==> src/rtl/comparator_result_filter.sv <==
// comparator_result_filter
// Deglitches the greater/equal/less flags of a magnitude comparator.
// A result is published only after STABLE_COUNT consecutive identical legal
// samples; gaps (Enable_In=0) freeze the filter without breaking a run.
// Also counts entries into GT and LT and keeps a sticky illegal-sample flag.

module comparator_result_filter #(
  parameter int STABLE_COUNT = 4,
  parameter int COUNT_WIDTH  = 8
) (
  input  logic                   Clock_In,
  input  logic                   Reset_In,
  input  logic                   Enable_In,
  input  logic                   A_gt_B_In,
  input  logic                   A_eq_B_In,
  input  logic                   A_lt_B_In,
  input  logic                   Clear_Counts_In,
  output logic                   Stable_Valid_Out,
  output logic [1:0]             Stable_Result_Out,
  output logic                   Result_Change_Out,
  output logic [COUNT_WIDTH-1:0] Gt_Count_Out,
  output logic [COUNT_WIDTH-1:0] Lt_Count_Out,
  output logic                   Error_Out
);

  localparam int RUN_W = (STABLE_COUNT < 2) ? 1 : $clog2(STABLE_COUNT + 1);
  localparam logic [RUN_W-1:0]       RUN_MAX = RUN_W'(STABLE_COUNT);
  localparam logic [RUN_W-1:0]       RUN_ONE = RUN_W'(1);
  localparam logic [COUNT_WIDTH-1:0] CNT_MAX = '1;

  localparam logic [1:0] CODE_NONE = 2'b00;
  localparam logic [1:0] CODE_GT   = 2'b01;
  localparam logic [1:0] CODE_EQ   = 2'b10;
  localparam logic [1:0] CODE_LT   = 2'b11;

  typedef enum logic {EMPTY, STABLE} state_t;

  state_t           state;
  logic [1:0]       cand;
  logic [RUN_W-1:0] run;

  logic [1:0]       code;
  logic             legal;
  logic [1:0]       cand_next;
  logic [RUN_W-1:0] run_next;
  logic             sample;
  logic             accept;

  // One-hot decode; anything else (none, several, X/Z) is illegal.
  always_comb begin
    legal = 1'b0;
    code  = CODE_NONE;
    case ({A_gt_B_In, A_eq_B_In, A_lt_B_In})
      3'b100:  begin legal = 1'b1; code = CODE_GT; end
      3'b010:  begin legal = 1'b1; code = CODE_EQ; end
      3'b001:  begin legal = 1'b1; code = CODE_LT; end
      default: begin legal = 1'b0; code = CODE_NONE; end
    endcase
  end

  // Next candidate/run; acceptance looks at the run value this edge produces.
  always_comb begin
    sample    = Enable_In;
    cand_next = cand;
    run_next  = run;
    if (sample) begin
      if (!legal) begin
        cand_next = CODE_NONE;
        run_next  = '0;
      end else if (code == cand) begin
        run_next = (run == RUN_MAX) ? run : run + 1'b1;
      end else begin
        cand_next = code;
        run_next  = RUN_ONE;
      end
    end
    accept = sample && legal && (run_next == RUN_MAX) &&
             ((code != Stable_Result_Out) || (state == EMPTY));
  end

  // Run tracker state.
  always_ff @(posedge Clock_In) begin
    if (Reset_In) begin
      cand <= CODE_NONE;
      run  <= '0;
    end else begin
      cand <= cand_next;
      run  <= run_next;
    end
  end

  // Published-result FSM: EMPTY until the first acceptance, then STABLE.
  always_ff @(posedge Clock_In) begin
    if (Reset_In) begin
      state             <= EMPTY;
      Stable_Valid_Out  <= 1'b0;
      Stable_Result_Out <= CODE_NONE;
      Result_Change_Out <= 1'b0;
    end else begin
      Result_Change_Out <= accept;
      case (state)
        EMPTY: begin
          if (accept) begin
            state             <= STABLE;
            Stable_Valid_Out  <= 1'b1;
            Stable_Result_Out <= code;
          end
        end
        STABLE: begin
          if (accept) Stable_Result_Out <= code;
        end
        default: begin
          state            <= EMPTY;
          Stable_Valid_Out <= 1'b0;
        end
      endcase
    end
  end

  // Saturating entry counters; clear wins over a same-edge increment.
  always_ff @(posedge Clock_In) begin
    if (Reset_In || Clear_Counts_In) begin
      Gt_Count_Out <= '0;
      Lt_Count_Out <= '0;
    end else if (accept) begin
      if (code == CODE_GT && Gt_Count_Out != CNT_MAX) Gt_Count_Out <= Gt_Count_Out + 1'b1;
      if (code == CODE_LT && Lt_Count_Out != CNT_MAX) Lt_Count_Out <= Lt_Count_Out + 1'b1;
    end
  end

  // Sticky illegal-sample flag; clear wins over a same-edge set.
  always_ff @(posedge Clock_In) begin
    if (Reset_In || Clear_Counts_In) Error_Out <= 1'b0;
    else if (sample && !legal)       Error_Out <= 1'b1;
  end

endmodule

==> config.mk <==
export PLATFORM = sky130hd
export DESIGN_NAME = comparator_result_filter
export DESIGN_NICKNAME = d
export VERILOG_FILES = /design/src/rtl/comparator_result_filter.sv
export SDC_FILE = /design/constraint.sdc
export NUM_CORES = 1
export LEC_CHECK = 0
export BUFFER_PORTS_ARGS = -buffer_cell sky130_fd_sc_hd__buf_2
export CORE_MARGIN = 10
export CORE_UTILIZATION = 50
export DETAILED_ROUTE_END_ITERATION = 10
export PLACE_DENSITY_LB_ADDON = 0.25
export SLEW_MARGIN = 20
export SYNTH_ARGS = -nofsm -noshare
export SYNTH_HDL_FRONTEND = slang
export SYNTH_SLANG_ARGS = --single-unit
==> constraint.sdc <==
create_clock -name Clock_In -period 4.5 [get_ports Clock_In]
set_input_delay 0.225 -clock Clock_In [delete_from_list [all_inputs] [get_ports Clock_In]]
set_output_delay 0.225 -clock Clock_In [all_outputs]
set_load 0.02 [all_outputs]
==> results of run 1 <==
[routing by layer]
layer,GRT usage (%),vias up,part of all wire (%)
met4,2.10,0,0.41
li1,-,671,-
met2,20.7,26,49
met1,14.9,583,46
met5,0,-,0
met3,3.94,2,4.6
[report_power, final]
part	total [mW]	leakage [nW]	internal, mW	switching, mW
Clock	0.107	0.0139	0.0340	0.0727
Sequential	0.244	0.218	0.241	0.00296
Combinational	0.0345	0.396	0.0137	0.0208
Total	0.385	0.628	0.289	0.0965
[registers in the layout, indices dropped and copies added (netlist names)]
register and flops:
Error_Out 1, Gt_Count_Out 8, Lt_Count_Out 8, Result_Change_Out 1, Stable_Result_Out 2, Stable_Valid_Out 1
cand 2, run 3, state 1
[path summary, 6_finish.rpt]
path                 endpoint  slack (ps)
max           Gt_Count_Out[5]        2130
min           Gt_Count_Out[4]         170
max reg2reg   Gt_Count_Out[5]        2130
min reg2reg  Stable_Valid_Out         500
[kinds of logic after synthesis]
| logic type | share of synthesized area (%) |
|---|---|
| and+or+nand+nor | 29.6 |
| AOI/OAI and AO/OA | 18.2 |
| DFF | 36.1 |
| buffers and inverters | 5.68 |
| muxes | 4.68 |
| xor gates and xnor gates | 2.34 |
| adders and majority gates | 3.34 |
[worst register-to-register path: stages (launching register included)]
cell     delay [ps]
dfxtp_1         460
inv_1            70
ha_1            310
nor2b_1         120
mux2i_1          80
nor2_1          260
nand4_2         330
or3_2           540
a21oi_1         150
[layout make-up]
class / instances / area share [%]
Multi-Input combinational cell: 134 / 53.3
Tap cell: 31 / 2.37
Clock buffer: 3 / 1.38
Clock inverter: 1 / 0.459
Inverter: 5 / 1.15
Sequential cell: 27 / 33.1
Timing Repair Buffer: 27 / 8.27
[per-stage QoR]
| stage | cells | setup WS [ps] | total power, mW | hold WS (ps) | utilization [%] |
|---|---|---|---|---|---|
| global placement | 224 | 2290 | 0.282 | 449 | 57.2 |
| detailed placement | 224 | 2150 | 0.284 | 467 | 57.2 |
| global route | 228 | 1870 | 0.406 | 187 | 58.3 |
| finish | 228 | 2130 | 0.385 | 166 | 58.3 |
| CTS | 228 | 2130 | 0.391 | 155 | 58.3 |
| floorplan | 175 | 2520 | 0.278 | 302 | - |
[cells in the final DEF (no fill, tap or decap), types with 2 or more instances in the layout]
| cell type | Yosys | final |
|---|---|---|
| inv_1 | 5 | 5 |
| nand4_2 | 2 | 2 |
| nand4_1 | 4 | 4 |
| nand3b_1 | 2 | 2 |
| xnor2_1 | 2 | 2 |
| mux2i_1 | 7 | 7 |
| o21ai_0 | 12 | 12 |
| a21oi_1 | 16 | 16 |
| o211ai_1 | 2 | 2 |
| dfxtp_1 | 27 | 27 |
| buf_2 | 2 | 27 |
| nand3_1 | 7 | 7 |
| or3_2 | 3 | 3 |
| xor2_1 | 2 | 2 |
| clkbuf_4 | 0 | 3 |
| and2_1 | 3 | 3 |
| nor2_1 | 22 | 22 |
| ha_1 | 4 | 4 |
| or3_1 | 9 | 9 |
| nand2_1 | 8 | 8 |
| a211oi_1 | 2 | 2 |
| or2_2 | 4 | 4 |
==> run summary, run 1 <==
For this design the top-level I/O count stands at 28. Aggregate negative setup slack: 0 ps. After synthesis the cells add up to 1500 µm². In this run the standard cell core region covers 2810 µm². The max-slew violation count is 0. In this design, the stage delay of the slowest critical-path cell is 540 ps.

The clock network latency to the later pin of the worst-skew pair is 330 ps, and the count of cell instances traversed by the critical path is 8. The gate family responsible for the most delay along the worst path was simple AND/OR/NAND/NOR gates. The launching point of the worst reg2reg path is run[0].

The number of synthesized register bits is 27, and the global-route congestion overflow total is 0. The cell depth of the worst min-delay path came out at 4. The total buffers and inverters traversed by the critical path works out to 1. The filler cells instantiated in the layout total 264. The routed layout has 1282 vias.

In the final routed layout, each cell accounts on average for 14.0 µm. The final number of setup-violating endpoints is 0. The total count of hold-check failures in the final report is 0. The die width was 74.7 µm. dfxtp_1 is the most common cell in the netlist.

Between clock sinks in the finished design, the worst skew comes to 8.18 ps. The first global-routing pass estimated 5580 µm of wire. For the CTS sink count, the log shows 27. The tools report the clock root buffer master as clkbuf_4.

The detail-routed via count per cell works out to 5.62. Max-cap violations in this run came to 0. Deepest level of the CTS H-tree: 1.

Measured in cells, the most critical reg-to-reg path has a length of 8. In this run the most critical hold path is launched from Clear_Counts_In. The library cell contributing the largest single delay on the critical path is or3_2. The logs give 871 µm² for the area taken by multi-input logic gates and 0 for the number of antenna violations at the first check in global routing. After detailed routing, the number of remaining DRC violations is 0.

The tools report the count of unique library cells instantiated by Yosys as 48. The tools report the beginning of the critical path as run[0]. For the pin with the worst max-slew slack, the measured transition is 488 ps. The relative max-transition margin came out at 66.6%. The routed design has 3180 µm of wire. Compared with the post-synthesis result, the final layout area differs by 9.20%. The logs give 4 for the number of iterations in the first detailed-routing pass and 3 for the clock buffer count from CTS. The cell leakage power is 0.628 nW, and the total of hold buffers inserted after clock tree synthesis is 0. The flow ran to the end, and the final reports show no timing, DRC or antenna violations. Buffers added to address setup during post-CTS repair amount to 0. By count the netlist is led by dfxtp_1 (27), nor2_1 (22), a21oi_1 (16), o21ai_0 (12), or3_1 (9). In this run, synthesis inferred 0 flip-flops with an integrated enable. Of the post-synthesis cell area, the dominant cell type holds 36.1%. The smallest clock period supported by the final layout is computed as 2370 ps. The finished layout cell area came out at 1630 µm². The overall global routing resource usage came out at 12.2%. The period utilization was 52.7%.

Entering global routing, the biggest net connects 18 pins. The number of global-route vias before repair is 1221. The synthesized design spends more area on one cell type than any other, namely dfxtp_1. The count of nets left with antenna violations after detail routing is 0, and the layout cell share with drive strength beyond 1 is 24.4%.

The floorplan step defined a die boundary enclosing 5580 µm². The tools report the detailed router's first-iteration violation count as 53. In the final layout, flip-flops and latches occupy 541 µm². TritonCTS built the clock tree. Along the worst path, the maximum fanout reaches 14. The min-delay analysis places its worst path in the category input port to register.

When the netlist entered floorplanning its net count stood at 186. Of the synthesized area, sequential elements account for 36.1%. After detailed placement, the total cell area comes to 1600 µm².

Summed over all nets, the half-perimeter wirelength after detailed placement is 2440 µm. The number of input and output port buffers inserted was 27; the number of antenna repair diodes was 0. For this run, the top clock speed supported by timing is 421 MHz. The signal on the critical path passes through inv_1, ha_1, nor2b_1, mux2i_1, nor2_1, nand4_2, or3_2, a21oi_1.

At the end of the flow, the number of nets in the layout was 209. The initial utilization of the core area, before any placement, comes to 53.3%. The highest ir drop seen on vdd is 0.191 mV, and the number of resized instances in the post-cts repair step is 0. For the count of warnings emitted by yosys, the log shows 0. The worst path required time is 4770 ps.

The synthesized area divided by synthesized cell count came out at 8.55 µm². At the worst endpoint, the arrival time is 2640 ps. The tools report the kind of end point of the critical path as a register.

Setup repair after global routing left no endpoint under its margin. After clock tree synthesis, the clock-pin slew on the worst setup and hold paths is 150 ps. The maximum count of clock buffers along a single path is 2, and the global placement routability congestion is 0.839. The type of origin of the critical path was a register. Primary flip-flop cell chosen by synthesis mapping: dfxtp_1.

The floorplan has 19 rows. By area the synthesized netlist is led by dfxtp_1 (36%), nor2_1 (5.5%), a21oi_1 (5.4%). In the synthesized netlist the async set-or-reset flop fraction comes to 0%.

The path type of the worst setup path is register to register. The number of instances in the synthesized netlist came out at 175. Power spread over the standard cell area amounts to 236 nW/µm². The overall die height came out at 74.7 µm.
Power figures use the tool's default switching activity.
==> run 2, diff against run 1 <==
- clock period: 4.5 -> 2.3 ns (I/O delays scaled with it)
==> run summary, run 2 (synthesized netlist as in run 1, its figures left out) <==
Detailed placement finished with a half-perimeter wire length of 2520 µm. Headroom to the max-slew limit came out at 65.1%. The library cells used most frequently in the layout, excluding fill and tap cells, are buf_2 (27), dfxtp_1 (25), nor2_1 (21). Global routing used 12.9% of the available tracks across all layers. For this run, the detailed router's first-pass iteration total came to 4.

Summing all flip-flop and latch instances after layout gives 543 µm². The library cell contributing the largest single delay on the critical path is or3_2. Across all layers, the routed design uses 1345 vias.

The final critical path takes up 94.5% of the cycle. For this run, the slowest stage of the critical path takes 500 ps. The worst path in the final design needs a cycle of 2170 ps, including I/O delays and setup. The clock network fraction of total power is 28.7%, and the clock slew seen by the registers of the worst setup and hold paths is 150 ps. Cell internal power was estimated by the tool at 0.566 mW.

The run gives 892 µm² as the area taken by multi-input logic gates. The worst setup path is launched from a register. The path type of the worst setup path was register to register.

The share of total power consumed by net switching is 26.4%, and the number of top-level design ports is 28. For the number of global-route vias before repair, the log shows 1323. The part of the power in combinational logic is 9.1%. After detailed placement, the total cell area comes to 1610 µm². Most common cell after layout, fill and taps aside: buf_2. Based on the critical path, the design can be clocked at up to 460 MHz. Setup violations remaining at the end of the flow were counted as 0. The logs give 0 for the count of nets left with antenna violations after detail routing and 0 for the number of antenna violations at the first check in global routing.

Summed over all cells, the static leakage comes to 0.636 nW. The tools report the filler cell count in the final layout as 259. 0 antenna diodes ended up in the layout. Across all register-to-register paths, the minimum setup slack is 130 ps. The design draws 0.769 mW. The sequential cell fraction of total power was 62.2%. The kind of end point of the critical path is a register. The tools report the worst clock skew as 8.31 ps. Critical-path maximum fanout: 11. The final layout contains routed wiring with a total length of 3370 µm. The post-detailed-route DRC marker count is 0. The tools report the net count reported at finish as 211. The analysis attributes to net switching a power of 0.203 mW.

The largest registers in the layout are Gt_Count_Out x8, Lt_Count_Out x8, run x3. The CTS sink count was 27; the wire length of the first global-routing pass was 5860 µm. The tightest min-delay check is of the input port to register type.

After routing the design area is 1670 µm². In the final layout, the share of cells above drive strength 1 is 26.6%. The power density normalized to cell area was 460 nW/µm²; the clock network latency to the later pin of the worst-skew pair was 340 ps. Measured along the x axis, the die boundary spans 74.7 µm. The logs give 2 for the maximum count of clock buffers along a single path and 0 for the max-slew violation count. From synthesis to final layout, the design area changed by 11.8%. The worst path required time came out at 2580 ps.

For this design, the CTS-stage hold fixing added 0 buffers. For the worst setup path, the data arrival time is 2450 ps. Dividing the detail-routed via count by the number of cells gives 5.85. Global routing finished with a remaining overflow of 0. The congestion estimate from routability-driven global placement came to 0.816. For the highest ir drop seen on vdd, the log shows 0.369 mV. The floorplan core area is 2810 µm². The gate family responsible for the most delay along the worst path was simple AND/OR/NAND/NOR gates.

Buffers inserted during clock tree synthesis total 3. Entering global routing, the biggest net connects 18 pins. The detailed router finished its first iteration with 91 violations. The floorplan has 19 rows. The tree is rooted in a clkbuf_4.

The count of buffers added on input and output ports is 27. The tools report the deepest level of the CTS H-tree as 1. Wire length per cell after detailed routing: 14.6 µm. The run finished with clean final reports.

TritonCTS built the clock tree. The effective utilization at floorplan was 53.3%; the total buffers and inverters traversed by the critical path was 1. The total die area is 5580 µm², and the number of max-cap violations is 0. Walking the worst path, the cells encountered are inv_1, ha_1, nor2b_1, mux2i_1, nor2_2, nand4_4, or3_2, a21oi_1. The total count of hold-check failures in the final report was 0.

The transition time at the pin with the least slew margin is 521 ps. The overall die height came out at 74.7 µm.
==> run 2: changes by cell type in the layout (fill, tap and decap cells not counted) <==
cell / change
a2111oi_0: -1
nor2_1: -1
a2111oi_1: +1
nand4_4: +2
nand4_2: -2
buf_4: +2
dfxtp_2: +2
dfxtp_1: -2
nor2_2: +1
==> run 2: stage by stage <==
step / setup slack, ps / TNS [ps] / cells / utilization, % / hold WS [ps]
2_1_floorplan: 317 / 0 / 175 / - / 192
3_3_place_gp: 154 / 0 / 225 / 57.4 / 399
3_5_place_dp: -41.6 / -134 / 225 / 57.4 / 422
4_1_cts: 34.6 / 0 / 229 / 58.6 / 52.2
5_1_grt: -6.91 / -6.91 / 230 / 59.6 / 72.0
6_report: 126 / 0 / 230 / 59.6 / 49.5
==> run 2: tightest hold or removal path: stages <==
cell	delay, ps
buf_2	80
nor2_1	40
o211ai_1	70
nand2_1	50
==> run 2: worst paths after layout <==
path	start	cells after the start	endpoint
min reg2reg	Stable_Valid_Out	2	Stable_Valid_Out
min	Clear_Counts_In	4	Gt_Count_Out[4]
max reg2reg	run[0]	8	Gt_Count_Out[6]
max	run[0]	8	Gt_Count_Out[6]
==> run 2: final cells by class <==
class | instances | share of cell area, %
Tap cell | 31 | 2.32
Clock buffer | 3 | 1.35
Timing Repair Buffer | 29 | 8.98
Multi-Input combinational cell | 134 | 53.3
Inverter | 5 | 1.12
Sequential cell | 27 | 32.5
Clock inverter | 1 | 0.449
==> run 2: what timing repair did <==
action / 4_1_cts / 5_1_grt
gates resized for setup: 1 / 5
cloned: 0 / 0
buffers inserted: 0 / 1
hold endpoints to repair: 0 / 0
endpoints found under the setup margin: 9 / 13
pin swaps: 0 / 2
==> run 2: layer usage <==
layer  vias up  GRT usage (%)  wire length [µm]
li1        676              -                 -
met1       637           15.1              1540
met2        27           22.4              1640
met3         5           2.76               140
met4         0           5.25                45
met5         -              0                 0
==> run 2: power groups by stage <==
stage | logic (mW) | registers, mW | clock network [mW]
3_3_place_gp | 0.0647 | 0.487 | 0
3_5_place_dp | 0.0678 | 0.488 | 0
5_1_grt | 0.0772 | 0.479 | 0.239
4_1_cts | 0.0682 | 0.478 | 0.225
6_report | 0.0700 | 0.478 | 0.221
2_1_floorplan | 0.0559 | 0.488 | 0
==> run 3, diff against run 2 <==
- ABC_CLOCK_PERIOD_IN_PS: not set -> 2300
- HOLD_SLACK_MARGIN: not set -> 0.15
==> run summary, run 3 (synthesized netlist as in run 1, its figures left out) <==
The gate family responsible for the most delay along the worst path is simple AND/OR/NAND/NOR gates. The region available for standard cell placement spans 2810 µm². The count of nets left with antenna violations after detail routing was 0; the total wire length was 3470 µm. The filler cell count in the final layout was 255; the power density normalized to cell area was 453 nW/µm².

The run finished with clean final reports. The tools report the worst setup margin as 120 ps. The detail-routed via count per cell was 5.84; the worst-case setup slack after placement was -41.6 ps. The run gives 543 µm² as the sequential cell area. In this run the core area contains 19 standard-cell rows. The net switching component of the power was 0.206 mW. The kind of end point of the critical path was a register. At the worst endpoint, the required time is 2590 ps. The net count reported at finish is 215, and the routing usage on met3 is 3.02%.

The worst hold path belongs to the class input port to register. The overall die height is 74.7 µm. The cell leakage power is 0.655 nW, and the total buffers and inverters traversed by the critical path is 1.

The relative max-transition margin was 65.0%; the number of iterations in the first detailed-routing pass was 4. The number of input and output port buffers inserted is 27. For this design, the sink count on the clock tree is 27.

Once the floorplan was initialized, standard cells occupied 53.3% of the core. The finished layout holds 234 standard cells, fillers aside. Data arrives at the worst endpoint at 2470 ps. The clock arrives with 8.06 ps of skew. The tools report the clock buffer count from CTS as 3. The tools report the clock root buffer master as clkbuf_4. In the global route stage, overall resource usage came out at 13.2%. Post-detailed-route DRC marker count: 0. The run gives 0 as the number of antenna violations at the first check in global routing. The met2 usage was 22.8%; the placed standard-cell area was 1610 µm².

In this run the count of I/O pins placed on the die edge is 28. The deepest level of the CTS H-tree came out at 1. The tools report the largest net degree at the start of global routing as 18. The cell-internal power was 0.570 mW; the via count was 1367. The half-perimeter wire length after placement was 2520 µm; the critical-path maximum fanout was 11. For the worst-skew pair, the clock arrives at the later sink with an insertion delay of 350 ps. In the final layout, the share of cells above drive strength 1 is 26.1%.

STA classifies the critical path startpoint as a register. In the final layout, the registers with the most flip-flops are Gt_Count_Out x8, Lt_Count_Out x8, run x3. Path type of the worst setup path: register to register. In the final layout, the multi-input gates occupy 892 µm². The number of global-route vias before repair was 1346; the total die area was 5580 µm².

The area added between synthesis and finish is 14.5%, and the wire length per cell after detailed routing is 14.8 µm. For this run, the share of the core covered by cells in the final layout is 61.1%. The congestion estimate from routability-driven global placement came to 0.816. For the detailed router's first-iteration violation count, the log shows 90. In this run the most used layer during global routing was met2. Traced cell by cell, the critical path runs through inv_1, ha_1, nor2b_1, mux2i_1, nor2_2, nand4_4, or3_2, a21oi_1. Transition time at the pin with the least slew margin: 521 ps. After global routing the overflow that remains totals 0. The clock network fraction of total power was 28.8%; the clock period minus final worst setup slack was 2180 ps. The worst-case hold slack was 297 ps. The clock slew seen by the registers of the worst setup and hold paths is 160 ps. The run gives 1710 µm² as the finished layout cell area. The tools report the max-slew violation count as 0. Among all stages on the critical path, the largest delay is contributed by or3_2. The final number of setup-violating endpoints is 0. The first global-routing pass estimated 5980 µm of wire. No sink is reached through more buffers than the 2 on the longest clock path. The sequential cell fraction of total power was 61.6%; the part of the power in combinational logic was 9.6%. In this run switching power makes up 26.6% of total power.

On the worst path, the slowest cell contributes a delay of 500 ps. The top cell types in the final layout, fill and taps aside, are buf_2 (27), dfxtp_1 (25), nor2_1 (21). Once placement completed, the tool counted placed cells totaling 225. Across the VDD grid, the largest voltage drop is 0.368 mV. For the number of max-cap violations, the log shows 0. The global routing met1 resource utilization is 15.5%, and the total count of hold-check failures in the final report is 0. TritonCTS built the clock tree. Leaving out fill and tap cells, the most frequent cell in the layout is buf_2. 0 antenna diodes ended up in the layout.

Static timing analysis puts the maximum clock frequency at 459 MHz. The period utilization is 94.8%. The die width is 74.7 µm.
-- run 3: changes by cell type in the layout (fill, tap and decap cells not counted), sizes merged --
cell         change
dlygate4sd3      +4
-- run 3: layout make-up --
class                           instances  share of cell area, %
Timing Repair Buffer                   33                   11.1
Tap cell                               31                   2.26
Multi-Input combinational cell        134                   52.1
Sequential cell                        27                   31.7
Clock buffer                            3                   1.31
Clock inverter                          1                  0.438
Inverter                                5                   1.10
-- run 3: metal layers --
layer / share of wire (%) / wire length [µm] / vias up
met4: 1.6 / 57 / 0
li1: - / - / 688
met5: 0 / 0 / -
met2: 48 / 1680 / 32
met3: 4.6 / 161 / 7
met1: 45 / 1570 / 640
-- run 3: power groups by stage --
| stage | Clock (mW) | Combinational (mW) | Sequential [mW] |
|---|---|---|---|
| detailed placement | 0 | 0.0678 | 0.488 |
| global placement | 0 | 0.0647 | 0.487 |
| CTS | 0.225 | 0.0721 | 0.478 |
| global route | 0.239 | 0.0818 | 0.479 |
| floorplan | 0 | 0.0559 | 0.488 |
| finish | 0.224 | 0.0743 | 0.478 |
-- run 3: final timing paths --
check                           slack (ps)                    to  depth (start not counted)        startpoint
worst min-delay path                   300  Stable_Result_Out[1]                          4         A_gt_B_In
worst max-delay path                   120       Gt_Count_Out[6]                          8            run[0]
worst min register to register         480      Stable_Valid_Out                          2  Stable_Valid_Out
worst max register to register         120       Gt_Count_Out[6]                          8            run[0]
-- run 3: per-stage QoR --
step	TNS [ps]	total power, mW
after CTS	0	0.775
after detailed placement	-134	0.556
after global placement	0	0.552
after global routing	-6.91	0.800
after floorplan	0	0.544
final	0	0.776
-- run 3: worst min-delay path: cells and delay by family --
kind / cells / cell delay (ps)
and+or+nand+nor: 2 / 170
muxes: 1 / 120
buffers and inverters: 1 / 220
-- run 3: what timing repair did --
item                                    in CTS  in global routing
endpoints found under the setup margin       9                 13
hold buffers                                 4                  0
pin swaps                                    0                  2
setup buffers                                0                  1
resized for setup                            1                  5
cloned                                       0                  0
endpoints found under the hold margin       11                  0
